===== src/rtl/cla_pkg.sv =====
// Shared definitions for the pipelined carry-lookahead add/sub unit.
//   OP_ADD / OP_SUB : encodings of the Add_ctrl input
//   CLA_GROUP       : width of one carry-lookahead group
//   flags_t         : registered result flags {c_out, v, z, n}
//   cla4_carries    : carries into each bit of a 4-bit group
//   cla4_gen        : group generate of a 4-bit group
package cla_pkg;

  localparam logic OP_ADD    = 1'b1;
  localparam logic OP_SUB    = 1'b0;
  localparam int   CLA_GROUP = 4;

  typedef struct packed {
    logic c_out;
    logic v;
    logic z;
    logic n;
  } flags_t;

  // Two-level sum-of-products lookahead: carry into bits 0..3 of a group.
  function automatic logic [3:0] cla4_carries(input logic [3:0] g,
                                              input logic [3:0] p,
                                              input logic       cin);
    logic [3:0] c;
    c[0] = cin;
    c[1] = g[0] | (p[0] & cin);
    c[2] = g[1] | (p[1] & g[0]) | (p[1] & p[0] & cin);
    c[3] = g[2] | (p[2] & g[1]) | (p[2] & p[1] & g[0]) |
           (p[2] & p[1] & p[0] & cin);
    return c;
  endfunction

  function automatic logic cla4_gen(input logic [3:0] g, input logic [3:0] p);
    return g[3] | (p[3] & g[2]) | (p[3] & p[2] & g[1]) |
           (p[3] & p[2] & p[1] & g[0]);
  endfunction

endpackage


===== src/rtl/cla_slice.sv =====
// Combinational carry-lookahead slice of width S.
// Bits are grouped in CLA_GROUP-bit groups; group generate/propagate feed a
// group-carry chain, and each group resolves its internal carries by lookahead.
// A width that is not a multiple of the group size is zero-padded at the top.
// Ports:
//   a, b   : slice operands (b already inverted for subtract)
//   cin    : carry into bit 0
//   sum    : slice sum
//   cout   : carry out of bit S-1
//   c_msb  : carry into bit S-1 (used by the top slice for signed overflow)
module cla_slice
  import cla_pkg::*;
#(
  parameter int S = 8
) (
  input  logic [S-1:0] a,
  input  logic [S-1:0] b,
  input  logic         cin,
  output logic [S-1:0] sum,
  output logic         cout,
  output logic         c_msb
);

  localparam int NG = (S + CLA_GROUP - 1) / CLA_GROUP;
  localparam int SP = NG * CLA_GROUP;

  logic [SP-1:0] g;
  logic [SP-1:0] p;
  logic [SP:0]   c;
  logic [NG:0]   cg;

  always_comb begin
    g        = '0;
    p        = '0;
    c        = '0;
    cg       = '0;
    g[S-1:0] = a & b;
    p[S-1:0] = a ^ b;
    cg[0]    = cin;
    for (int j = 0; j < NG; j++) begin
      cg[j+1] = cla4_gen(g[j*CLA_GROUP +: CLA_GROUP], p[j*CLA_GROUP +: CLA_GROUP]) |
                ((&p[j*CLA_GROUP +: CLA_GROUP]) & cg[j]);
    end
    for (int j = 0; j < NG; j++) begin
      c[j*CLA_GROUP +: CLA_GROUP] = cla4_carries(g[j*CLA_GROUP +: CLA_GROUP],
                                                 p[j*CLA_GROUP +: CLA_GROUP], cg[j]);
    end
    c[SP] = cg[NG];
  end

  assign sum   = p[S-1:0] ^ c[S-1:0];
  assign cout  = c[S];
  assign c_msb = c[S-1];

endmodule


===== src/rtl/cla_addsub_pipe.sv =====
// Pipelined signed adder/subtractor built from STAGES carry-lookahead slices.
// An intake register captures A, the transformed B and the carry-in; each of
// the STAGES stages then adds one W/STAGES-bit slice and registers its carry
// for the next stage. Result latency is STAGES edges after the accepting edge.
// Ports:
//   clk, rst_n           : clock, asynchronous active-low reset
//   in_valid / in_ready  : operand beat handshake
//   A, B                 : signed operands
//   Add_ctrl             : 1 = A+B, 0 = A-B
//   Sat_en               : saturate the signed result on overflow
//   out_valid / out_ready: result beat handshake
//   SUM                  : signed result (after saturation)
//   C_out, v, Z, N       : carry out, signed overflow, zero, negative
//
// Handshake: a beat moves in on in_valid && in_ready and a result moves out on
// out_valid && out_ready. The whole pipe stalls while out_valid && !out_ready;
// in_ready is the inverse of that stall, every register holds during it, and
// bubbles are carried along (never squeezed) so ordering is preserved.
module cla_addsub_pipe
  import cla_pkg::*;
#(
  parameter int W      = 16,
  parameter int STAGES = 2
) (
  input  logic         clk,
  input  logic         rst_n,
  input  logic         in_valid,
  output logic         in_ready,
  input  logic [W-1:0] A,
  input  logic [W-1:0] B,
  input  logic         Add_ctrl,
  input  logic         Sat_en,
  output logic         out_valid,
  input  logic         out_ready,
  output logic [W-1:0] SUM,
  output logic         C_out,
  output logic         v,
  output logic         Z,
  output logic         N
);

  localparam int S = W / STAGES;
  localparam int L = STAGES - 1;

  // Rank k holds the inputs of stage k. a_q/b_q are shifted right by S per
  // rank so the next slice is always in the low bits; acc_q collects finished
  // slices from the top, landing in natural bit order after the last stage.
  logic         vld_q [STAGES];
  logic [W-1:0] a_q   [STAGES];
  logic [W-1:0] b_q   [STAGES];
  logic [W-1:0] acc_q [STAGES];
  logic         c_q   [STAGES];
  logic         sat_q [STAGES];
  logic         sgn_q [STAGES];

  logic [S-1:0] s_sum   [STAGES];
  logic         s_cout  [STAGES];
  logic         s_cmsb  [STAGES];
  logic [W-1:0] acc_nxt [STAGES];

  logic         stall;
  logic [W-1:0] b_eff;
  logic         cin0;
  logic         ovf;
  logic [W-1:0] res;
  flags_t       flags_q;

  assign stall    = out_valid & ~out_ready;
  assign in_ready = ~stall;

  assign b_eff = (Add_ctrl == OP_ADD) ? B : ~B;
  assign cin0  = (Add_ctrl == OP_SUB);

  for (genvar k = 0; k < STAGES; k++) begin : g_stage
    cla_slice #(.S(S)) u_slice (
      .a     (a_q[k][S-1:0]),
      .b     (b_q[k][S-1:0]),
      .cin   (c_q[k]),
      .sum   (s_sum[k]),
      .cout  (s_cout[k]),
      .c_msb (s_cmsb[k])
    );
    assign acc_nxt[k] = (acc_q[k] >> S) | (W'(s_sum[k]) << (W - S));
  end

  // Overflow from the top slice; saturation clamps toward the sign of A.
  assign ovf = s_cmsb[L] ^ s_cout[L];
  assign res = (sat_q[L] && ovf) ?
               (sgn_q[L] ? {1'b1, {(W-1){1'b0}}} : {1'b0, {(W-1){1'b1}}}) :
               acc_nxt[L];

  always_ff @(posedge clk or negedge rst_n) begin
    if (!rst_n) begin
      for (int k = 0; k < STAGES; k++) begin
        vld_q[k] <= 1'b0;
        a_q[k]   <= '0;
        b_q[k]   <= '0;
        acc_q[k] <= '0;
        c_q[k]   <= 1'b0;
        sat_q[k] <= 1'b0;
        sgn_q[k] <= 1'b0;
      end
    end else if (!stall) begin
      vld_q[0] <= in_valid;
      if (in_valid) begin
        a_q[0]   <= A;
        b_q[0]   <= b_eff;
        acc_q[0] <= '0;
        c_q[0]   <= cin0;
        sat_q[0] <= Sat_en;
        sgn_q[0] <= A[W-1];
      end
      for (int k = 1; k < STAGES; k++) begin
        vld_q[k] <= vld_q[k-1];
        if (vld_q[k-1]) begin
          a_q[k]   <= a_q[k-1] >> S;
          b_q[k]   <= b_q[k-1] >> S;
          acc_q[k] <= acc_nxt[k-1];
          c_q[k]   <= s_cout[k-1];
          sat_q[k] <= sat_q[k-1];
          sgn_q[k] <= sgn_q[k-1];
        end
      end
    end
  end

  // Output register only loads on a real beat so SUM keeps the last result
  // while bubbles pass.
  always_ff @(posedge clk or negedge rst_n) begin
    if (!rst_n) begin
      out_valid <= 1'b0;
      SUM       <= '0;
      flags_q   <= '0;
    end else if (!stall) begin
      out_valid <= vld_q[L];
      if (vld_q[L]) begin
        SUM           <= res;
        flags_q.c_out <= s_cout[L];
        flags_q.v     <= ovf;
        flags_q.z     <= (res == '0);
        flags_q.n     <= res[W-1];
      end
    end
  end

  assign C_out = flags_q.c_out;
  assign v     = flags_q.v;
  assign Z     = flags_q.z;
  assign N     = flags_q.n;

endmodule


===== config.mk =====
export PLATFORM = sky130hd
export DESIGN_NAME = cla_addsub_pipe
export DESIGN_NICKNAME = d
export VERILOG_FILES = /design/src/rtl/cla_pkg.sv /design/src/rtl/cla_slice.sv /design/src/rtl/cla_addsub_pipe.sv
export SDC_FILE = /design/constraint.sdc
export NUM_CORES = 1
export LEC_CHECK = 0
export ABC_AREA = 1
export BUFFER_PORTS_ARGS = -buffer_cell sky130_fd_sc_hd__buf_2
export CAP_MARGIN = 20
export CORE_MARGIN = 2
export CORE_UTILIZATION = 51
export CTS_CLUSTER_DIAMETER = 120
export DETAILED_ROUTE_END_ITERATION = 12
export GPL_ROUTABILITY_DRIVEN = 0
export MAX_ROUTING_LAYER = met4
export PLACE_DENSITY = 0.85
export SETUP_SLACK_MARGIN = 0.02
export SYNTH_ARGS = -nofsm -noshare
export SYNTH_HDL_FRONTEND = slang
export SYNTH_SLANG_ARGS = --single-unit

===== constraint.sdc =====
create_clock -name clk -period 2.17 [get_ports clk]
set_input_delay 0.3255 -clock clk [delete_from_list [all_inputs] [get_ports clk]]
set_output_delay 0.3255 -clock clk [all_outputs]
set_load 0.05 [all_outputs]

==> flow_summary.json <==
{
  "grt_start_max_net_pins": 42,
  "rsz0062_at_grt": "true",
  "synth_cell_type_count": 34,
  "drt_pass1_iterations": 4,
  "dp_cells": 612,
  "postRouteAntennaNets": 0,
  "synth_area_sq_um": 4010,
  "routedWlPerCell_um": 12.9,
  "critPathLaunchType": "flop",
  "crit_family": "adder cells",
  "worstReg2RegStart": "b_q[17]",
  "clock_latency_ns": 0.36,
  "fp.dieH_um": 92.6,
  "final_layout_size_suffix_gt1_share_pct": 21.3,
  "root_buffer": "clkbuf_8",
  "status": "complete, no violations",
  "ys_seq_elements": 82,
  "grt_pass1_wl_um": 13600,
  "diodes": 0,
  "synth_nets": 519,
  "vias": 3182,
  "clockBufferDepth": 2,
  "cp-end-kind": "flop",
  "track_usage_pct": 20.4,
  "most-common-layout-cells": "nand2_1, dfrtp_1, buf_2",
  "syn_area_per_cell_sq_um": 8.69,
  "final_util_pct": 61.1,
  "placed_area_sq_um": 4410,
  "fp.coreArea_sq_um": 7690,
  "finalCriticalPeriod_ns": 2.09,
  "path_clk_slew_ns": 0.08,
  "start_util_pct": 52.1,
  "layout_setup_ws_ns": 0.0807,
  "worstPathRequired_ns": 2.47,
  "finalSetupViolCount": 0,
  "p_leak_nw": 2.46,
  "finalInstanceArea_sq_um": 4700,
  "cp_cell_sequence": "ha_4 -> a21oi_2 -> nand2_1 -> nand2_1 -> inv_1 -> or2_1 -> nand2_2 -> nand2_2 -> fa_2 -> nand2_1 -> nand2_1",
  "numClockSinks": 82,
  "ios": 60,
  "hold_viol_final": 0,
  "ys_seq_area_share_pct": 51.2,
  "drv_slew": 0,
  "drc": 0,
  "pre_cts_ws_ns": -0.0467,
  "stdcell_count": 632,
  "clock_skew_ns": 0.00841,
  "crit_slowest_cell": "fa_2",
  "synth_warnings": 0,
  "period_share_pct": 96.3,
  "area_growth_pct": 17.3,
  "cts_made_buffers": 9,
  "critPathLaunch": "b_q[17]",
  "slowest_delay_ns": 0.52,
  "nNetsFinal": 583,
  "chipWidth_um": 92.6,
  "crit_buf_inv": 1,
  "synth.area.top_cells": "dfrtp_1, nand2_1, ha_1, xor2_1, o21ai_0",
  "max_freq_mhz": 479,
  "worstPathMaxFanout": 3,
  "cts_tree": "yes",
  "dpl.hpwl_um": 5890,
  "cap_violations": 0,
  "tightest_slew_ns": 0.526,
  "max_slew_margin_pct": 64.7,
  "power_per_cell_area_nw_per_um2": 1570,
  "antenna_found_initial": 0,
  "crit_type": "flop to flop",
  "min_from": "A[1]",
  "drt_iter0_markers": 186,
  "wirelength_um": 8130,
  "grt_overflow_total": 0,
  "syn_inst": 461,
  "ir_worst_vdd_v": 0.000580,
  "hp-class": "input port to flop",
  "num_rows": 32,
  "grt_pass1_vias": 2980,
  "crit_top_cell": "nand2_1",
  "yosysTopAreaCell": "dfrtp_1",
  "final_common_cell": "nand2_1",
  "via_per_inst": 5.03,
  "htreeDepth": 3,
  "synth_top_area_share_pct": 51.2,
  "portBuffers": 59,
  "arrival_ns": 2.39,
  "die_area_sq_um": 8580
}
-- layout make-up --
cell class / instances / area, sq um
repair buffers: 70 / 395
flip-flops and latches: 82 / 2050
clock inverters: 5 / 52.6
fillers: 654 / 2990
clock buffers: 11 / 151
multi-input cells: 334 / 1810
inverters: 28 / 108
well taps: 102 / 128
-- through the flow --
stage | TNS, ns | hold WS [ns] | power, mW
after detailed placement | -0.0467 | 0.339 | 6.10
after global routing | -0.0772 | 0.170 | 7.95
after CTS | 0 | 0.156 | 7.26
after floorplan | 0 | 0.0299 | 5.28
final | 0 | 0.158 | 7.38
after global placement | 0 | 0.330 | 5.93
-- timing repair --
action | CTS | global route
endpoints found under the setup margin | 1 | 16
hold endpoints to repair | 39 | 0
gates cloned | 0 | 1
pin swaps | 0 | 4
hold buffers | 1 | 0
resized for setup | 2 | 11
buffers inserted | 1 | 1
-- routing by layer --
| layer | vias up | track usage (%) | part of all wire (%) |
|---|---|---|---|
| met1 | 1482 | 28.1 | 46 |
| met3 | 16 | 2.85 | 5.0 |
| met4 | 0 | 8.70 | 2.1 |
| met5 | - | - | 0 |
| li1 | 1600 | - | - |
| met2 | 84 | 30.8 | 47 |
-- report_power, final --
group          switching, mW  total (mW)  internal (mW)
Clock                  0.549        1.14          0.588
Sequential             0.404        2.52           2.12
Combinational           2.48        3.72           1.24
-- path summary, 6_finish.rpt --
path                            slack (ns)  cells past startpoint        end
max in group asynchronous             1.07                      3    SUM[14]
worst max-delay path                  0.08                     11  acc_q[12]
worst min-delay path                  0.16                      3    a_q[17]
min in group asynchronous             0.48                      2    a_q[27]
worst min register to register        0.48                      2     a_q[2]
worst max register to register        0.08                     11  acc_q[12]
-- sequential cells by signal, summed over array words and instances, names as in the netlist --
signal     cells
b_q           24
a_q           23
SUM           16
acc_q          8
c_q            2
sat_q          2
vld_q          2
C_out          1
Z              1
out_valid      1
sgn_q          1
v              1
-- synthesized netlist by cell type, drive strengths merged --
library cell and number:
nand2 177, dfrtp 82, o21ai 35, nor2 33, inv 25, xor2 20, a21oi 19, ha 16
clkbuf 13, nand3 13, buf 5, a31oi 4, fa 4, clkinv 3, nand4 3, or2 2
xnor2 2, a21o 1, a221oi 1, o211a 1, o21a 1, o31ai 1
-- kinds of logic (layout without fill, tap and decap cells) --
kind of cell / count (synthesis) / count (layout) / share of synthesized area [%]
DFF: 82 / 82 / 51.2
AOI/OAI and AO/OA: 63 / 63 / 8.59
adders and majority gates: 20 / 20 / 6.99
xor gates and xnor gates: 22 / 22 / 4.81
and+or+nand+nor: 228 / 229 / 23.4
buffers and inverters: 46 / 114 / 5.00
-- worst register-to-register path: stages (launching register included) --
cell and delay, ns:
dfrtp_1 0.42, ha_4 0.27, a21oi_2 0.14, nand2_1 0.08, nand2_1 0.06, inv_1 0.04, or2_1 0.23, nand2_2 0.09
nand2_2 0.08, fa_2 0.52, nand2_1 0.05, nand2_1 0.07
No activity file was read; power rests on OpenSTA's default activity.
